==> config.mk <==
export PLATFORM = sky130hd
export DESIGN_NAME = alu_seq
export DESIGN_NICKNAME = d
export VERILOG_FILES = /design/src/rtl/alu_pkg.sv /design/src/rtl/alu_seq_mul.sv /design/src/rtl/alu_seq.sv
export SDC_FILE = /design/constraint.sdc
export NUM_CORES = 1
export LEC_CHECK = 0
export ABC_AREA = 1
export CORE_ASPECT_RATIO = 0.6
export CORE_MARGIN = 5
export CORE_UTILIZATION = 35
export DETAILED_ROUTE_END_ITERATION = 6
export PLACE_DENSITY_LB_ADDON = 0.05
export SKIP_LAST_GASP = 1
export SLEW_MARGIN = 20
export SYNTH_ARGS = -nofsm -noshare
export SYNTH_HDL_FRONTEND = slang
export SYNTH_SLANG_ARGS = --single-unit
==> constraint.sdc <==
create_clock -name clk -period 1.8 [get_ports clk]
set_input_delay 0.36 -clock clk [delete_from_list [all_inputs] [get_ports clk]]
set_output_delay 0.36 -clock clk [all_outputs]
set_load 0.03 [all_outputs]
==> src/rtl/alu_pkg.sv <==
// Shared definitions for the sequential ALU: opcode field width, opcode values
// and the IDLE/MULT/DONE state encoding.
package alu_pkg;

  localparam int OPT_W = 3;

  localparam logic [OPT_W-1:0] OPT_NULL = 3'd0;
  localparam logic [OPT_W-1:0] OPT_ADD  = 3'd1;
  localparam logic [OPT_W-1:0] OPT_SUB  = 3'd2;
  localparam logic [OPT_W-1:0] OPT_AND  = 3'd3;
  localparam logic [OPT_W-1:0] OPT_ORR  = 3'd4;
  localparam logic [OPT_W-1:0] OPT_CMP  = 3'd5;
  localparam logic [OPT_W-1:0] OPT_MUL  = 3'd6;

  typedef enum logic [1:0] {
    IDLE = 2'd0,
    MULT = 2'd1,
    DONE = 2'd2
  } state_t;

endpackage

==> src/rtl/alu_seq_mul.sv <==
// Unsigned shift-add multiplier: one partial product per cycle, WIDTH cycles.
// done and product describe the final iteration so the caller can register them on that edge.
module alu_seq_mul
  import alu_pkg::*;
#(
  parameter int WIDTH = 8
) (
  input  logic               clk,
  input  logic               rst,
  input  logic               start,
  input  logic [WIDTH-1:0]   a,
  input  logic [WIDTH-1:0]   b,
  output logic               done,
  output logic [2*WIDTH-1:0] product
);

  localparam int CW = $clog2(WIDTH + 1);

  logic               busy;
  logic [CW-1:0]      cnt;
  logic [2*WIDTH-1:0] acc;
  logic [2*WIDTH-1:0] mcand;
  logic [WIDTH-1:0]   mplier;
  logic [2*WIDTH-1:0] acc_next;

  // Accumulator value after the current iteration.
  always_comb begin
    acc_next = acc;
    if (mplier[0]) begin
      acc_next = acc + mcand;
    end else begin
      acc_next = acc;
    end
  end

  assign done    = busy && (cnt == CW'(1));
  assign product = acc_next;

  // Iteration state: load on start, then shift multiplicand left and multiplier right.
  always_ff @(posedge clk or posedge rst) begin
    if (rst) begin
      busy   <= 1'b0;
      cnt    <= '0;
      acc    <= '0;
      mcand  <= '0;
      mplier <= '0;
    end else if (start) begin
      busy   <= 1'b1;
      cnt    <= CW'(WIDTH);
      acc    <= '0;
      mcand  <= {{WIDTH{1'b0}}, a};
      mplier <= b;
    end else if (busy) begin
      acc    <= acc_next;
      mcand  <= mcand << 1;
      mplier <= mplier >> 1;
      cnt    <= cnt - CW'(1);
      if (cnt == CW'(1)) begin
        busy <= 1'b0;
      end
    end
  end

endmodule

==> src/rtl/alu_seq.sv <==
// Handshaked WIDTH-bit ALU (ADD/SUB/AND/ORR/CMP) with registered, held results.
// Define ALU_SEQ_MUL_EN to add the multi-cycle unsigned multiply on opcode 6.
module alu_seq
  import alu_pkg::*;
#(
  parameter int WIDTH = 8
) (
  input  logic             clk,
  input  logic             rst,
  input  logic             in_valid,
  output logic             in_ready,
  input  logic [OPT_W-1:0] opt,
  input  logic [WIDTH-1:0] numa,
  input  logic [WIDTH-1:0] numb,
  input  logic             ci,
  output logic             out_valid,
  input  logic             out_ready,
  output logic [WIDTH-1:0] s,
  output logic [WIDTH-1:0] s_hi,
  output logic             co,
  output logic             zero
);

  state_t           state;
  logic             accept;
  logic [WIDTH:0]   sum_ext;
  logic [WIDTH:0]   diff_ext;
  logic [WIDTH-1:0] res;
  logic             res_co;

  assign accept = in_valid && in_ready;

  // Single-cycle result; the extra top bit of diff_ext is the borrow.
  always_comb begin
    sum_ext  = {1'b0, numa} + {1'b0, numb} + {{WIDTH{1'b0}}, ci};
    diff_ext = {1'b0, numa} - {1'b0, numb} - {{WIDTH{1'b0}}, ci};
    res      = '0;
    res_co   = 1'b0;
    case (opt)
      OPT_ADD: begin
        res    = sum_ext[WIDTH-1:0];
        res_co = sum_ext[WIDTH];
      end
      OPT_SUB, OPT_CMP: begin
        res    = diff_ext[WIDTH-1:0];
        res_co = diff_ext[WIDTH];
      end
      OPT_AND: begin
        res    = numa & numb;
        res_co = 1'b0;
      end
      OPT_ORR: begin
        res    = numa | numb;
        res_co = 1'b0;
      end
      OPT_NULL, OPT_MUL: begin
        res    = '0;
        res_co = 1'b0;
      end
      default: begin
        res    = '0;
        res_co = 1'b0;
      end
    endcase
  end

`ifdef ALU_SEQ_MUL_EN
  logic               mul_start;
  logic               mul_done;
  logic [2*WIDTH-1:0] product;
  logic [WIDTH-1:0]   s_hi_q;

  assign mul_start = accept && (opt == OPT_MUL);
  assign s_hi      = s_hi_q;

  alu_seq_mul #(
    .WIDTH(WIDTH)
  ) u_mul (
    .clk    (clk),
    .rst    (rst),
    .start  (mul_start),
    .a      (numa),
    .b      (numb),
    .done   (mul_done),
    .product(product)
  );
`else
  assign s_hi = '0;
`endif

  // Control FSM with registered handshake and result outputs.
  always_ff @(posedge clk or posedge rst) begin
    if (rst) begin
      state     <= IDLE;
      in_ready  <= 1'b1;
      out_valid <= 1'b0;
      s         <= '0;
      co        <= 1'b0;
      zero      <= 1'b1;
`ifdef ALU_SEQ_MUL_EN
      s_hi_q    <= '0;
`endif
    end else begin
      case (state)
        IDLE: begin
          if (accept) begin
            in_ready <= 1'b0;
`ifdef ALU_SEQ_MUL_EN
            if (opt == OPT_MUL) begin
              state <= MULT;
            end else begin
              state     <= DONE;
              out_valid <= 1'b1;
              s         <= res;
              s_hi_q    <= '0;
              co        <= res_co;
              zero      <= ~|res;
            end
`else
            state     <= DONE;
            out_valid <= 1'b1;
            s         <= res;
            co        <= res_co;
            zero      <= ~|res;
`endif
          end
        end
`ifdef ALU_SEQ_MUL_EN
        MULT: begin
          if (mul_done) begin
            state     <= DONE;
            out_valid <= 1'b1;
            s         <= product[WIDTH-1:0];
            s_hi_q    <= product[2*WIDTH-1:WIDTH];
            co        <= |product[2*WIDTH-1:WIDTH];
            zero      <= ~|product;
          end
        end
`endif
        DONE: begin
          if (out_ready) begin
            state     <= IDLE;
            out_valid <= 1'b0;
            in_ready  <= 1'b1;
          end
        end
        default: begin
          state     <= IDLE;
          out_valid <= 1'b0;
          in_ready  <= 1'b1;
        end
      endcase
    end
  end

endmodule

* Word level (Yosys, flattened, before mapping)
Cells that the tools add are included.
Widths: inputs -> output; s select.
** Storage, ports and cells
- Output and inout port bits :: 20
- Flip-flop bits (word level) :: 14
- Logic and storage cells :: 38
** Operators by class
- Add/sub/neg operators :: 4
- Bitwise gates (word level) :: 2
- Equality and inequality tests :: 8
- Reduce and logical (&&, ||, !) cells :: 7
- Muxes and demuxes :: 11
** Operators with widths (count)
- $pmux 8 s4 :: 1
- $add 8x8->9 :: 1
- $add 9x1->9 :: 1
- $sub 8x8->9 :: 1
- $sub 9x1->9 :: 1
- $and 8x8->8 :: 1
- $or 8x8->8 :: 1
- $reduce_or 8->1 :: 1
- $eq 3x2->1 const B :: 2
- $eq 3x3->1 const B :: 2
- $pmux 1 s2 :: 3
- $mux 1 :: 4
- $mux 2 :: 2
- $ne 2x2->1 const B :: 2
- $pmux 2 s2 :: 1
- $reduce_and 2->1 :: 2
- $eq 3x1->1 const B :: 1
- $eq 2x2->1 const B :: 1
- $logic_not 2->1 :: 1
- $reduce_or 2->1 :: 1
- $logic_and 1x1->1 :: 1
- $logic_not 1->1 :: 1

* Depth between registers and ports, before layout
Gate-level depths: netlist (run 1).
- Depth in word-level cells :: 5
- Mapped depth :: 15

* Worst setup path after synthesis (run 1)
Ideal clock, no wire load.
- Path type :: input port to flip-flop
- Start :: input port numb[0]
- End :: register zero
- Buffers on the path :: 0
- Cell stages on the path :: 12
- Arrival :: 1899 ps
- Path slack :: -160 ps
- Path through :: inv_1 > fa_1 > fa_1 > nand3_1 > nand2_1 > nand2_1 > nand3_1 > nand3_1 > nand3_1 > nor2_1 > nand2_1 > nand2_1
** On the way
- Word-level cells in the longest chain between the ends :: 5
- Elaborated cells on any way between the ends :: 9
** Ends and longest elaborated chain
- start, declared :: line alu_seq.sv:14 : input logic [WIDTH-1:0] numb,
- $sub 8x8->9 or $add 8x8->9 (tied branches) :: line alu_seq.sv:36, alu_seq.sv:35
- $sub 9x1->9 or $add 9x1->9 (tied branches) :: line alu_seq.sv:36, alu_seq.sv:35
- $pmux 8 s4 * :: line alu_seq.sv:39 : case (opt)
- $reduce_or 8->1 * :: line alu_seq.sv:124 : zero <= ~|res;
- $logic_not 1->1 * :: line alu_seq.sv:124
- end signal, assigned :: line alu_seq.sv:124
- end, declared :: line alu_seq.sv:21 : output logic zero
Every way passes the cells marked *; elsewhere a longest branch is shown, timed or not.
A chain may end at the register's enable or synchronous reset.

* Worst setup path in the final report (run 1)
- Start :: input port numa[0]
- End :: register zero
** On the way
- Word-level cells in the longest chain between the ends :: 5
- Elaborated cells on any way between the ends :: 9
** Ends and longest elaborated chain
- start, declared :: line alu_seq.sv:13 : input logic [WIDTH-1:0] numa,
- $sub 8x8->9 or $add 8x8->9 (tied branches) :: line alu_seq.sv:36, alu_seq.sv:35
- $sub 9x1->9 or $add 9x1->9 (tied branches) :: line alu_seq.sv:36, alu_seq.sv:35
- $pmux 8 s4 * :: line alu_seq.sv:39
- $reduce_or 8->1 * :: line alu_seq.sv:124
- $logic_not 1->1 * :: line alu_seq.sv:124
Marked as above.

==> results.json, run 1 <==
{
  "seq_area_um2": 303,
  "path_buf_inv": 2,
  "most-common-layout-cells": "64 x nand2_1, 54 x buf_4, 43 x inv_1",
  "rr_startpoint": "in_ready",
  "end_kind": "flip-flop",
  "antenna_found_initial": 0,
  "peakVddDrop_uv": 356,
  "cp.required_ps": 1980,
  "stdcell_count": 456,
  "clock_path_buffers": 2,
  "path_class": "primary input to flip-flop",
  "syn_inst": 299,
  "die_width_um": 105,
  "routedWlPerCell_um": 12.1,
  "avgSynthCellArea_um2": 6.34,
  "clockRootBuffer": "clkbuf_8",
  "grt_pass1_wl_mm": 8.91,
  "drt-vias-per-instance": 4.54,
  "stdcell_area_mm2": 0.00310,
  "dp_hpwl_mm": 4.39,
  "startpoint": "numa[0]",
  "drive_above_1_share": 0.395,
  "grt_max_degree": 15,
  "synth_area_leader_cell": "ha_1",
  "ys_dominant_reg_cell": "dfrtp_1",
  "dp.cells": 445,
  "initial_core_util": 0.367,
  "final_common_cell": "nand2_1",
  "cts_buffers": 3,
  "die_h_um": 67.0,
  "num_vias": 2070,
  "r2r_end": "zero",
  "insertion_delay_ps": 240,
  "ys_ff_latch": 12,
  "grt_pass1_vias": 1967,
  "ys_types": 29,
  "worst_slack_ps": -107,
  "cap_violations": 0,
  "fin_crit_sh": 1.06,
  "path_delay_family": "adder cells",
  "nets": 449,
  "max_freq_ghz": 0.524,
  "area.growth.synth_to_final_pct": 63.8,
  "antenna_left": 0,
  "hold_viol": 0,
  "drc": 0,
  "cp_cell_sequence": "buf_8, fa_2, ha_4, o21ai_4, buf_4, a21oi_1, nor2_1, nor2_2, nand3_1, nor2_1, nand2_1, nand2_1",
  "fin_skew_ps": 8.66,
  "period_needed_ps": 1910,
  "hp-class": "primary input to async pin",
  "finalMaxSlewViolations": 0,
  "synth.cell_area_mm2": 0.00189,
  "crit_path_end": "zero",
  "power_density_mw_per_mm2": 721,
  "synthArstFlopShare": 1.00,
  "dr.pass1.iters": 4,
  "yosysSeqAreaShare": 0.160,
  "wl_mm": 5.50,
  "cts.reportedPaths.clkPinSlew_ps": 50,
  "groute.usage.overall": 0.155,
  "grt_setup_unrepaired": "true",
  "reg2reg_slack_ps": 350,
  "crit_cells": 12,
  "ff2ff_path_depth": 9,
  "p_leak_nw": 1.61,
  "synthTopCellsByArea": "ha_1 20%, nand2_1 15%, dfrtp_1 13%",
  "multiInputGateArea_mm2": 0.00163,
  "place_congestion": 0.824,
  "rows": 20,
  "io_pins": 44,
  "drt_iter0_markers": 77,
  "cts_htree_levels": 1,
  "dieArea_mm2": 0.00703,
  "slowest_delay_ps": 620,
  "crit_arrival_ps": 2080,
  "setup_viol": 4,
  "overflow": 0,
  "placed_area_mm2": 0.00267,
  "n_fill_cell": 504,
  "slowest_stage": "fa_2",
  "start_kind": "primary input",
  "cts_tree": "yes",
  "diodes": 0,
  "synth_edf_count": 0,
  "yosysTopAreaCellShare": 0.198,
  "fin_hold_ws_ps": 428,
  "yosysWarnings": 0,
  "outcome": "complete, but fails checks",
  "power_mw": 2.24,
  "cts_sinks": 12,
  "core_area_mm2": 0.00515,
  "crit_fanout": 4,
  "port_buffers": 35,
  "place_ws_ps": -855,
  "violations": "negative setup slack"
}
==> registers in the layout, indices dropped and copies added, names as in the netlist <==
signal	flops
s	8
co	1
in_ready	1
out_valid	1
zero	1
==> layer usage <==
layer	up-vias	track usage	routed length, um
met2	60	0.226	2150
met5	-	0	0
li1	1098	-	-
met3	6	0.0271	325
met4	0	0.0319	42
met1	906	0.235	2980
==> report_power, final <==
group / total (mW) / switching [mW] / internal [mW] / leakage (nW)
clock network: 0.248 / 0.0928 / 0.155 / 0.0228
logic: 1.52 / 0.837 / 0.682 / 1.44
registers: 0.469 / 0.0673 / 0.401 / 0.148
total: 2.24 / 0.997 / 1.24 / 1.61
==> kinds of logic after synthesis <==
logic type	Yosys count	share of synthesized area
buf+inv	82	0.182
flops	12	0.160
other cells	1	0.00198
simple gates	142	0.332
fa+ha+maj	34	0.240
xor+xnor	2	0.00925
compound gates	26	0.0753
==> synthesized netlist by cell type, drive strengths merged, types with 2 or more instances <==
cell type	number
nand2	76
inv	69
nand3	33
ha	30
nor2	18
buf	11
a21oi	10
dfrtp	10
nand4	10
o21ai	10
fa	4
nand3b	3
o22ai	3
dfstp	2
nor3	2
xnor2	2
==> final cells by class <==
cell class	instances	share of cell area
Multi-Input combinational cell	212	0.525
Timing Repair Buffer	92	0.252
Sequential cell	12	0.0976
Inverter	70	0.0847
Tap cell	66	0.0266
Clock buffer	4	0.0145
==> through the flow <==
step | util | setup TNS (ps)
final | 0.602 | -315
after global routing | 0.602 | -920
after CTS | 0.567 | -222
after detailed placement | 0.518 | -7050
after global placement | 0.518 | -6640
after floorplan | - | -172
==> worst min path at each step <==
| stage | slack [ps] | start | endpoint |
|---|---|---|---|
| 2_1_floorplan | 220 | rst | co |
| 3_3_place_gp | 470 | s[5] | s[5] |
| 3_5_place_dp | 460 | zero | zero |
| 4_1_cts | 450 | rst | s[5] |
| 5_1_grt | 490 | zero | zero |
| 6_report | 430 | rst | s[4] |
==> what timing repair did <==
item                       4_1_cts  5_1_grt
hold buffers                     0        0
pin swaps                       24       29
resized for setup               75       58
setup endpoints to repair       10       10
buffers inserted                 3        4
Power figures use the tool's default switching activity.
==> run 2, diff against run 1 <==
--- a/config.mk
+++ b/config.mk
@@ -10,6 +10,7 @@
 export CORE_MARGIN = 5
 export CORE_UTILIZATION = 35
 export DETAILED_ROUTE_END_ITERATION = 6
+export GPL_ROUTABILITY_DRIVEN = 1
 export PLACE_DENSITY_LB_ADDON = 0.05
 export SKIP_LAST_GASP = 1
 export SLEW_MARGIN = 20
==> results of run 2 <==
The final DEF is identical to that of run 1; final timing and power are the same.
